## config.mk

```make
export PLATFORM = sky130hd
export DESIGN_NAME = fsm_sym_feeder_flat
export DESIGN_NICKNAME = d
export VERILOG_FILES = /design/src/rtl/fsm_sym_feeder_if.sv /design/src/rtl/fsm_sym_feeder.sv /design/src/flat_wrapper.sv
export SDC_FILE = /design/constraint.sdc
export NUM_CORES = 1
export LEC_CHECK = 0
export BUFFER_PORTS_ARGS = -buffer_cell sky130_fd_sc_hd__buf_4
export CAP_MARGIN = 40
export CORE_ASPECT_RATIO = 1.25
export CORE_MARGIN = 4
export CORE_UTILIZATION = 40
export DETAILED_ROUTE_END_ITERATION = 10
export GPL_TIMING_DRIVEN = 0
export PLACE_DENSITY = 0.63
export SYNTH_ARGS = -nofsm -noshare
export SYNTH_HDL_FRONTEND = slang
export SYNTH_SLANG_ARGS = --single-unit
```

## constraint.sdc

```tcl
create_clock -name CLK -period 5.1 [get_ports CLK]
set_input_delay 0 -clock CLK [delete_from_list [all_inputs] [get_ports CLK]]
set_output_delay 0 -clock CLK [all_outputs]
set_load 0.05 [all_outputs]
```

## src/rtl/fsm_sym_feeder_if.sv

```systemverilog
// Byte-in / symbol-out bundle for fsm_sym_feeder.
// Valid/ready: a byte moves on a rising edge only where in_valid && in_ready are both high.
interface fsm_sym_feeder_if;
    logic [7:0]  in_data;
    logic        in_valid;
    logic        in_ready;
    logic        flush;
    logic        en;
    logic [1:0]  ptext;
    logic        ptext_valid;
    logic [15:0] sym_cnt;

    modport master (
        output in_data, in_valid, flush, en,
        input  in_ready, ptext, ptext_valid, sym_cnt
    );

    modport slave (
        input  in_data, in_valid, flush, en,
        output in_ready, ptext, ptext_valid, sym_cnt
    );
endinterface

```

## src/rtl/fsm_sym_feeder.sv

```systemverilog
// Byte FIFO feeding a 2-bit symbol shifter; each accepted byte leaves as four symbols.
// state_dbg exposes the shifter state (0 = EMPTY, 1 = LOADED).
module fsm_sym_feeder #(
    parameter int          DEPTH     = 4,
    parameter bit          MSB_FIRST = 1'b0,
    parameter logic [1:0]  IDLE_SYM  = 2'b00
) (
    input  logic             CLK,
    input  logic             RST,
    fsm_sym_feeder_if.slave  bus,
    output logic             state_dbg
);
    localparam int AW = (DEPTH > 1) ? $clog2(DEPTH) : 1;
    localparam int CW = AW + 1;

    typedef enum logic {
        S_EMPTY  = 1'b0,
        S_LOADED = 1'b1
    } state_e;

    state_e          state_q, state_d;
    logic [7:0]      cur_q, cur_d;
    logic [1:0]      idx_q, idx_d;
    logic [AW-1:0]   rd_ptr_q, rd_ptr_d;
    logic [AW-1:0]   wr_ptr_q, wr_ptr_d;
    logic [CW-1:0]   cnt_q, cnt_d;
    logic [15:0]     sym_cnt_q, sym_cnt_d;
    logic [7:0]      mem_q [DEPTH];

    logic            full;
    logic            empty;
    logic            in_ready;
    logic            push;
    logic            pop;
    logic [7:0]      shifted;
    logic [1:0]      sym;

    // Readiness comes from registered occupancy only, so a pop this cycle never frees space early.
    assign full     = (cnt_q == CW'(DEPTH));
    assign empty    = (cnt_q == '0);
    assign in_ready = !full && !bus.flush;
    assign push     = bus.in_valid && in_ready;

    always_comb begin
        state_d   = state_q;
        cur_d     = cur_q;
        idx_d     = idx_q;
        rd_ptr_d  = rd_ptr_q;
        wr_ptr_d  = wr_ptr_q;
        cnt_d     = cnt_q;
        sym_cnt_d = sym_cnt_q;
        pop       = 1'b0;

        if (bus.flush) begin
            state_d  = S_EMPTY;
            idx_d    = 2'd0;
            rd_ptr_d = '0;
            wr_ptr_d = '0;
            cnt_d    = '0;
        end else begin
            case (state_q)
                S_EMPTY: begin
                    if (!empty) begin
                        pop     = 1'b1;
                        cur_d   = mem_q[rd_ptr_q];
                        idx_d   = 2'd0;
                        state_d = S_LOADED;
                    end
                end
                S_LOADED: begin
                    if (bus.en) begin
                        sym_cnt_d = sym_cnt_q + 16'd1;
                        if (idx_q != 2'd3) begin
                            idx_d = idx_q + 2'd1;
                        end else if (!empty) begin
                            // Reload on the last symbol so consecutive bytes stream without a bubble.
                            pop   = 1'b1;
                            cur_d = mem_q[rd_ptr_q];
                            idx_d = 2'd0;
                        end else begin
                            idx_d   = 2'd0;
                            state_d = S_EMPTY;
                        end
                    end
                end
                default: state_d = S_EMPTY;
            endcase

            if (push) wr_ptr_d = wr_ptr_q + AW'(1);
            if (pop)  rd_ptr_d = rd_ptr_q + AW'(1);
            case ({push, pop})
                2'b10:   cnt_d = cnt_q + CW'(1);
                2'b01:   cnt_d = cnt_q - CW'(1);
                default: cnt_d = cnt_q;
            endcase
        end
    end

    always_comb begin
        shifted = 8'h00;
        sym     = 2'b00;
        if (MSB_FIRST) begin
            shifted = cur_q << {idx_q, 1'b0};
            sym     = shifted[7:6];
        end else begin
            shifted = cur_q >> {idx_q, 1'b0};
            sym     = shifted[1:0];
        end
    end

    always_ff @(posedge CLK or posedge RST) begin
        if (RST) begin
            state_q   <= S_EMPTY;
            cur_q     <= 8'h00;
            idx_q     <= 2'd0;
            rd_ptr_q  <= '0;
            wr_ptr_q  <= '0;
            cnt_q     <= '0;
            sym_cnt_q <= 16'h0000;
        end else begin
            state_q   <= state_d;
            cur_q     <= cur_d;
            idx_q     <= idx_d;
            rd_ptr_q  <= rd_ptr_d;
            wr_ptr_q  <= wr_ptr_d;
            cnt_q     <= cnt_d;
            sym_cnt_q <= sym_cnt_d;
        end
    end

    // Storage needs no reset: occupancy and pointers decide what is readable.
    always_ff @(posedge CLK) begin
        if (push) mem_q[wr_ptr_q] <= bus.in_data;
    end

    assign bus.in_ready    = in_ready;
    assign bus.ptext       = (state_q == S_LOADED) ? sym : IDLE_SYM;
    assign bus.ptext_valid = (state_q == S_LOADED);
    assign bus.sym_cnt     = sym_cnt_q;
    assign state_dbg       = (state_q == S_LOADED);
endmodule
```

## src/flat_wrapper.sv

```systemverilog
// flat-port wrapper written by rule: the top's interface ports become plain ports
module fsm_sym_feeder_flat 
#(
    parameter int          DEPTH     = 4,
    parameter bit          MSB_FIRST = 1'b0,
    parameter logic [1:0]  IDLE_SYM  = 2'b00
)
  (CLK, RST, state_dbg, bus_in_data, bus_in_valid, bus_flush, bus_en, bus_in_ready, bus_ptext, bus_ptext_valid, bus_sym_cnt);
  fsm_sym_feeder_if bus_i ();
  input  logic CLK;
  input  logic RST;
  output logic state_dbg;
  input wire logic [$bits(bus_i.in_data)-1:0] bus_in_data;
  input wire logic [$bits(bus_i.in_valid)-1:0] bus_in_valid;
  input wire logic [$bits(bus_i.flush)-1:0] bus_flush;
  input wire logic [$bits(bus_i.en)-1:0] bus_en;
  output wire logic [$bits(bus_i.in_ready)-1:0] bus_in_ready;
  output wire logic [$bits(bus_i.ptext)-1:0] bus_ptext;
  output wire logic [$bits(bus_i.ptext_valid)-1:0] bus_ptext_valid;
  output wire logic [$bits(bus_i.sym_cnt)-1:0] bus_sym_cnt;
  assign bus_i.in_data = bus_in_data;
  assign bus_i.in_valid = bus_in_valid;
  assign bus_i.flush = bus_flush;
  assign bus_i.en = bus_en;
  assign bus_in_ready = bus_i.in_ready;
  assign bus_ptext = bus_i.ptext;
  assign bus_ptext_valid = bus_i.ptext_valid;
  assign bus_sym_cnt = bus_i.sym_cnt;
  fsm_sym_feeder #(.DEPTH(DEPTH), .MSB_FIRST(MSB_FIRST), .IDLE_SYM(IDLE_SYM)) u_core (.CLK(CLK), .RST(RST), .bus(bus_i), .state_dbg(state_dbg));
endmodule
```

Word-level counts from Yosys, hierarchy flattened
Memories as Yosys holds them, arrays and structs flattened.
Cells that the tools add are included.
{"block": "totals", "output_inout_bits": 21, "regBits": 34, "n_memories": 1, "input_bits": 13, "word_cells": 63, "ram_bits": 32}
{"name": "u_core.mem_q", "words": 4, "width": 8, "rd": 1, "rd_clocked_by_memory_dff": 0, "wr": 1, "line_no": "fsm_sym_feeder.sv:28", "source": "logic [7:0] mem_q [DEPTH];"}
{"block": "op_classes", "eq_ne": 8, "mux": 27, "add_sub_neg": 6, "reduce_logical": 11, "bitwise": 2, "shift": 1}
{"op": "$mux W8", "n": 3}
{"op": "$mux W2", "n": 9}
{"op": "$add A16 B1 Y16 const B", "n": 1}
{"op": "$pmux W8 S2", "n": 1}
{"op": "$mux W1", "n": 9}
{"op": "$shr A8 B3 Y2", "n": 1}
{"op": "$add A2 B1 Y2 const B", "n": 3}
{"op": "$ne A2 B2 Y1 const B", "n": 3}
{"op": "$ne A3 B3 Y1 const B", "n": 2}
{"op": "$pmux W3 S2", "n": 1}
{"op": "$reduce_and A3 Y1", "n": 2}
{"op": "$pmux W1 S2", "n": 2}
{"op": "$pmux W2 S2", "n": 1}
{"op": "$reduce_bool A2 Y1", "n": 2}
{"op": "$add A3 B1 Y3 const B", "n": 1}
{"op": "$eq A3 B3 Y1 const B", "n": 1}
{"op": "$logic_not A3 Y1", "n": 1}
{"op": "$mux W3", "n": 1}
{"op": "$reduce_bool A3 Y1", "n": 1}
{"op": "$sub A3 B1 Y3 const B", "n": 1}
{"op": "$eq A2 B1 Y1 const B", "n": 1}
{"op": "$eq A2 B2 Y1 const B", "n": 1}
{"op": "$logic_and A1 B1 Y1", "n": 2}
{"op": "$logic_not A1 Y1", "n": 2}
{"op": "other kinds (2)", "n": 3}

Longest topological paths before layout
{"block": "depth", "ltp_word": 9, "depth_mapped": 8}

Worst setup path after synthesis
No wires, ideal clock.
{"block": "synth_timing", "kind": "reg2reg", "startpoint": "register u_core.state_q (netlist: u_core.bus.ptext_valid)", "endpoint": "register u_core.cnt_q[2]", "n_path_buf": 0, "path_slack_ns": 2.604, "setup_time_ns": 0.082, "t_arrival_ns": 2.414, "required_time_ns": 5.018, "stages_incl_launch_ff": 8, "synth_period_minus_slack_ns": 2.496, "path_cell_list": "dfrtp_1 a21bo_2 nand2_1 nor2_1 fa_1 or4_1 a21o_1 a31oi_1"}
{"block": "synth_between", "elab_chain_cells": 6, "elab_cells_between_ends": 8, "cone_classes": "2 x eq/ne; 4 x mux; 1 x bitwise; 1 x reduce/logical"}
{"item": "start, declared", "line_no": "fsm_sym_feeder.sv:21", "source": "state_e state_q, state_d;"}
{"item": "start signal, assigned", "line_no": "fsm_sym_feeder.sv:121", "source": "state_q <= state_d;"}
{"item": "$not A1 Y1", "line_no": "fsm_sym_feeder.sv:61", "source": "case (state_q)"}
{"item": "$pmux W1 S2 *", "line_no": "fsm_sym_feeder.sv:61"}
{"item": "$mux W1 *", "line_no": "fsm_sym_feeder.sv:54", "source": "if (bus.flush) begin"}
{"item": "$eq A2 B1 Y1 or $eq A2 B2 Y1 (tied branches)", "line_no": "fsm_sym_feeder.sv:91", "source": "case ({push, pop})"}
{"item": "$pmux W3 S2", "line_no": "fsm_sym_feeder.sv:91"}
{"item": "$mux W3", "line_no": "fsm_sym_feeder.sv:54"}
{"item": "end signal, assigned", "line_no": "fsm_sym_feeder.sv:126", "source": "cnt_q <= cnt_d;"}
{"item": "end, declared", "line_no": "fsm_sym_feeder.sv:26", "source": "logic [CW-1:0] cnt_q, cnt_d;"}
Every way passes the cells marked *; elsewhere a longest branch is shown, timed or not. The select of a mux whose other input is x is not followed.
A chain may end at the register's enable or synchronous reset.

Final worst setup path
{"block": "layout_timing", "startpoint": "register u_core.idx_q[0]", "endpoint": "register u_core.cnt_q[2]"}
{"block": "layout_between", "elab_chain_cells": 8, "elab_cells_between_ends": 10, "cone_classes": "3 x eq/ne; 6 x mux; 1 x reduce/logical"}
{"item": "start, declared", "line_no": "fsm_sym_feeder.sv:23", "source": "logic [1:0] idx_q, idx_d;"}
{"item": "start signal, assigned", "line_no": "fsm_sym_feeder.sv:123", "source": "idx_q <= idx_d;"}
{"item": "$ne A2 B2 Y1 *", "line_no": "fsm_sym_feeder.sv:73", "source": "if (idx_q != 2'd3) begin"}
{"item": "$mux W1 *", "line_no": "fsm_sym_feeder.sv:73"}
{"item": "$mux W1 *", "line_no": "fsm_sym_feeder.sv:71", "source": "if (bus.en) begin"}
{"item": "$pmux W1 S2 *", "line_no": "fsm_sym_feeder.sv:61"}
{"item": "$mux W1 *", "line_no": "fsm_sym_feeder.sv:54"}
{"item": "$eq A2 B1 Y1 or $eq A2 B2 Y1 (tied branches)", "line_no": "fsm_sym_feeder.sv:91"}
{"item": "$pmux W3 S2", "line_no": "fsm_sym_feeder.sv:91"}
{"item": "$mux W3", "line_no": "fsm_sym_feeder.sv:54"}
Marked as above.

==> results.sh <==
export IMPL_cts_buffer_depth=2
export IMPL_num_rows=34
export IMPL_dp_slack_ns=2.50
export IMPL_cts_buffers_inserted=9
export IMPL_clkSinkCount=66
export IMPL_synth_async_sr_flop_share=0.515
export IMPL_cp_arrival_ns=2.82
export IMPL_postSynthCellCount=190
export IMPL_fin_worst_skew_ns=0.00950
export IMPL_grt_pass1_vias=1786
export IMPL_yosys_area_top_type_share=0.330
export IMPL_wl_um=4980
export IMPL_synthFlopType="dfrtp_1"
export IMPL_yosysSeqAreaShare=0.622
export IMPL_avgSynthCellArea_um2=15.3
export IMPL_die_w_um=84.3
export IMPL_routedWlPerCell_um=14.6
export IMPL_syn_num_nets=210
export IMPL_first_pass_iters=4
export IMPL_rsz0062_at_grt="false"
export IMPL_synth_top_area_cell="edfxtp_1"
export IMPL_fin_util=0.513
export IMPL_ctsRootBufferMaster="clkbuf_8"
export IMPL_start_kind="flip-flop"
export IMPL_drc_errors=0
export IMPL_slew_headroom=0.645
export IMPL_drt_iter0_markers=73
export IMPL_synth_edf_count=32
export IMPL_start_util=0.415
export IMPL_setup_viol=0
export IMPL_final_antenna_net_count=0
export IMPL_setup_tns_ns=0
export IMPL_ir_worst_vdd_mv=0.296
export IMPL_gp_congestion=0.725
export IMPL_max_freq_mhz=390
export IMPL_clk_pin_slew_ns=0.07
export IMPL_syn_area_um2=2910
export IMPL_dieArea_um2=8720
export IMPL_yosysMostFrequentCell="dfrtp_1"
export IMPL_drv_cap=0
export IMPL_grt_antenna_before_repair=0
export IMPL_cp_slowest_cell="or4_1"
export IMPL_antenna_cells=0
export IMPL_synth_seq_cells=66
export IMPL_finalCritPeriodShare=0.503
export IMPL_pin_count=34
export IMPL_crit_fanout=6
export IMPL_synth_area_top_cells="edfxtp_1, dfrtp_1, mux4_2, xnor2_1, mux2_2"
export IMPL_grt_max_degree=14
export IMPL_hold_violations=0
export IMPL_required_ns=5.36
export IMPL_critical_path_class="flip-flop to flip-flop"
export IMPL_fin_crit_ns=2.57
export IMPL_grt_pass1_wl_um=8580
export IMPL_core_area_um2=7020
export IMPL_whs_ns=0.0138
export IMPL_io_buffer_count=33
export IMPL_cpPeakStageDelay_ns=0.54
export IMPL_syn2layout_area_growth_pct=23.7
export IMPL_synthTopCellsByCount="dfrtp_1, edfxtp_1, xnor2_1, nor2_1"
export IMPL_cts_tree="yes"
export IMPL_dp_hpwl_um=3460
export IMPL_drive_gt1_frac=0.329
export IMPL_clk_latency_ns=0.34
export IMPL_total_leakage_power_nw=1.47
export IMPL_num_nets_final=267
export IMPL_overflow=0
export IMPL_status="completed"
export IMPL_worstPathCellList="ha_1, a21bo_2, nand2_1, nor2_1, fa_1, or4_1, a21o_1, a31oi_1"
export IMPL_vias=1697
export IMPL_ys_warn_count=0
export IMPL_fin_ws_ns=2.53
export IMPL_powerDensity_nw_per_um2=469
export IMPL_cts_resized_gates=0
export IMPL_track_usage=0.128
export IMPL_end_kind="flip-flop"
export IMPL_viasPerCell=4.96
export IMPL_holdCritPathClass="input pin to flip-flop"
export IMPL_slew_violations=0
export IMPL_die_h_um=103
export IMPL_post_cts_buffers=0
export IMPL_ys_types=45
export IMPL_worst_pin_slew_ns=0.533
export IMPL_cts_htree_levels=3
[area by class of cell]
type,count,area [µm²]
inverters,3,11.3
clock inverters,5,57.6
fillers,638,3420
flip-flops and latches,66,1810
plain buffers,5,32.5
repair buffers,46,388
multi-input cells,116,1060
well taps,90,113
clock buffers,11,131
[cell families after synthesis]
| logic type | count (synthesis) | share of synthesized area |
|---|---|---|
| AOI/OAI and AO/OA | 13 | 0.0357 |
| xor gates and xnor gates | 19 | 0.0572 |
| adders and majority gates | 7 | 0.0327 |
| and+or+nand+nor | 55 | 0.114 |
| muxes | 22 | 0.123 |
| DFF | 66 | 0.622 |
| buffers and inverters | 8 | 0.0150 |
[cells in the final DEF, fill, tap and decap left out, drive strengths merged, types with 2 or more instances in the layout]
cell type / synthesis / final
a21boi: 2 / 2
clkbuf: 0 / 11
edfxtp: 32 / 32
xor2: 6 / 6
clkinvlp: 0 / 3
dlygate4sd3: 0 / 11
mux2: 10 / 10
nor3: 2 / 2
xnor2: 13 / 13
mux4: 10 / 10
nand3: 6 / 6
a21oi: 4 / 4
mux2i: 2 / 2
and3: 4 / 4
nor2: 12 / 12
and2: 6 / 6
nand4: 6 / 6
ha: 6 / 6
nor2b: 2 / 2
dfrtp: 34 / 34
nand2: 6 / 6
inv: 3 / 3
nand2b: 3 / 3
and2b: 2 / 2
buf: 5 / 40
[worst max-delay path: cells and delay by family (launching register included)]
| kind | cells | cell delay [ns] |
|---|---|---|
| adder cells (fa/ha/maj) | 2 | 0.72 |
| flip-flops | 1 | 0.46 |
| AO/OA/AOI/OAI | 3 | 0.57 |
| AND/OR/NAND/NOR | 3 | 0.74 |
[where the power goes]
| group | internal, W | total, W | switching [W] |
|---|---|---|---|
| logic | 0.000255 | 0.000545 | 0.000289 |
| clock network | 0.000225 | 0.000422 | 0.000197 |
| registers | 0.000648 | 0.000721 | 0.0000727 |
| total | 0.00113 | 0.00169 | 0.000559 |
[repair_timing]
item                                   CTS  global route
setup endpoints to repair                0             0
hold buffers                            11             0
endpoints found under the hold margin   45             0
[worst paths after layout]
kind / startpoint / to / slack, ns / depth (start not counted)
worst max-delay path: u_core.idx_q[0]$_DFFE_PP0P_ / u_core.cnt_q[2]$_DFFE_PP0P_ / 2.53 / 8
worst min-delay path: bus_en / u_core.idx_q[1]$_DFFE_PP0P_ / 0.01 / 3
worst max register to register: u_core.idx_q[0]$_DFFE_PP0P_ / u_core.cnt_q[2]$_DFFE_PP0P_ / 2.53 / 8
worst min register to register: u_core.bus.sym_cnt[15]$_DFFE_PP0P_ / u_core.bus.sym_cnt[15]$_DFFE_PP0P_ / 0.48 / 1
max in group asynchronous: RST / u_core.cur_q[3]$_DFFE_PP0P_ / 4.21 / 5
min in group asynchronous: RST / u_core.bus.sym_cnt[4]$_DFFE_PP0P_ / 0.26 / 3
[stage by stage]
step / total power, W / std cells / cell area (µm²)
final: 0.00169 / 342 / 3600
after global routing: 0.00180 / 342 / 3600
after CTS: 0.00171 / 342 / 3600
after detailed placement: 0.00128 / 315 / 3300
after global placement: 0.00127 / 313 / 3270
after floorplan: 0.00114 / 190 / 2910
[registers in the layout (all words and copies together) (netlist names)]
name / cells
u_core.bus.sym_cnt: 16
u_core.rd_ptr_q: 2
u_core.mem_q: 32
u_core.idx_q: 2
u_core.cnt_q: 3
u_core.bus.ptext_valid: 1
u_core.wr_ptr_q: 2
u_core.cur_q: 8
[metal layers]
layer	vias to the layer above	GRT usage	share of wire
met1	838	0.161	0.44
met5	-	0	0
met4	0	0.0520	0.013
met3	7	0.0380	0.052
li1	812	-	-
met2	40	0.211	0.50
Power figures use the tool's default switching activity.
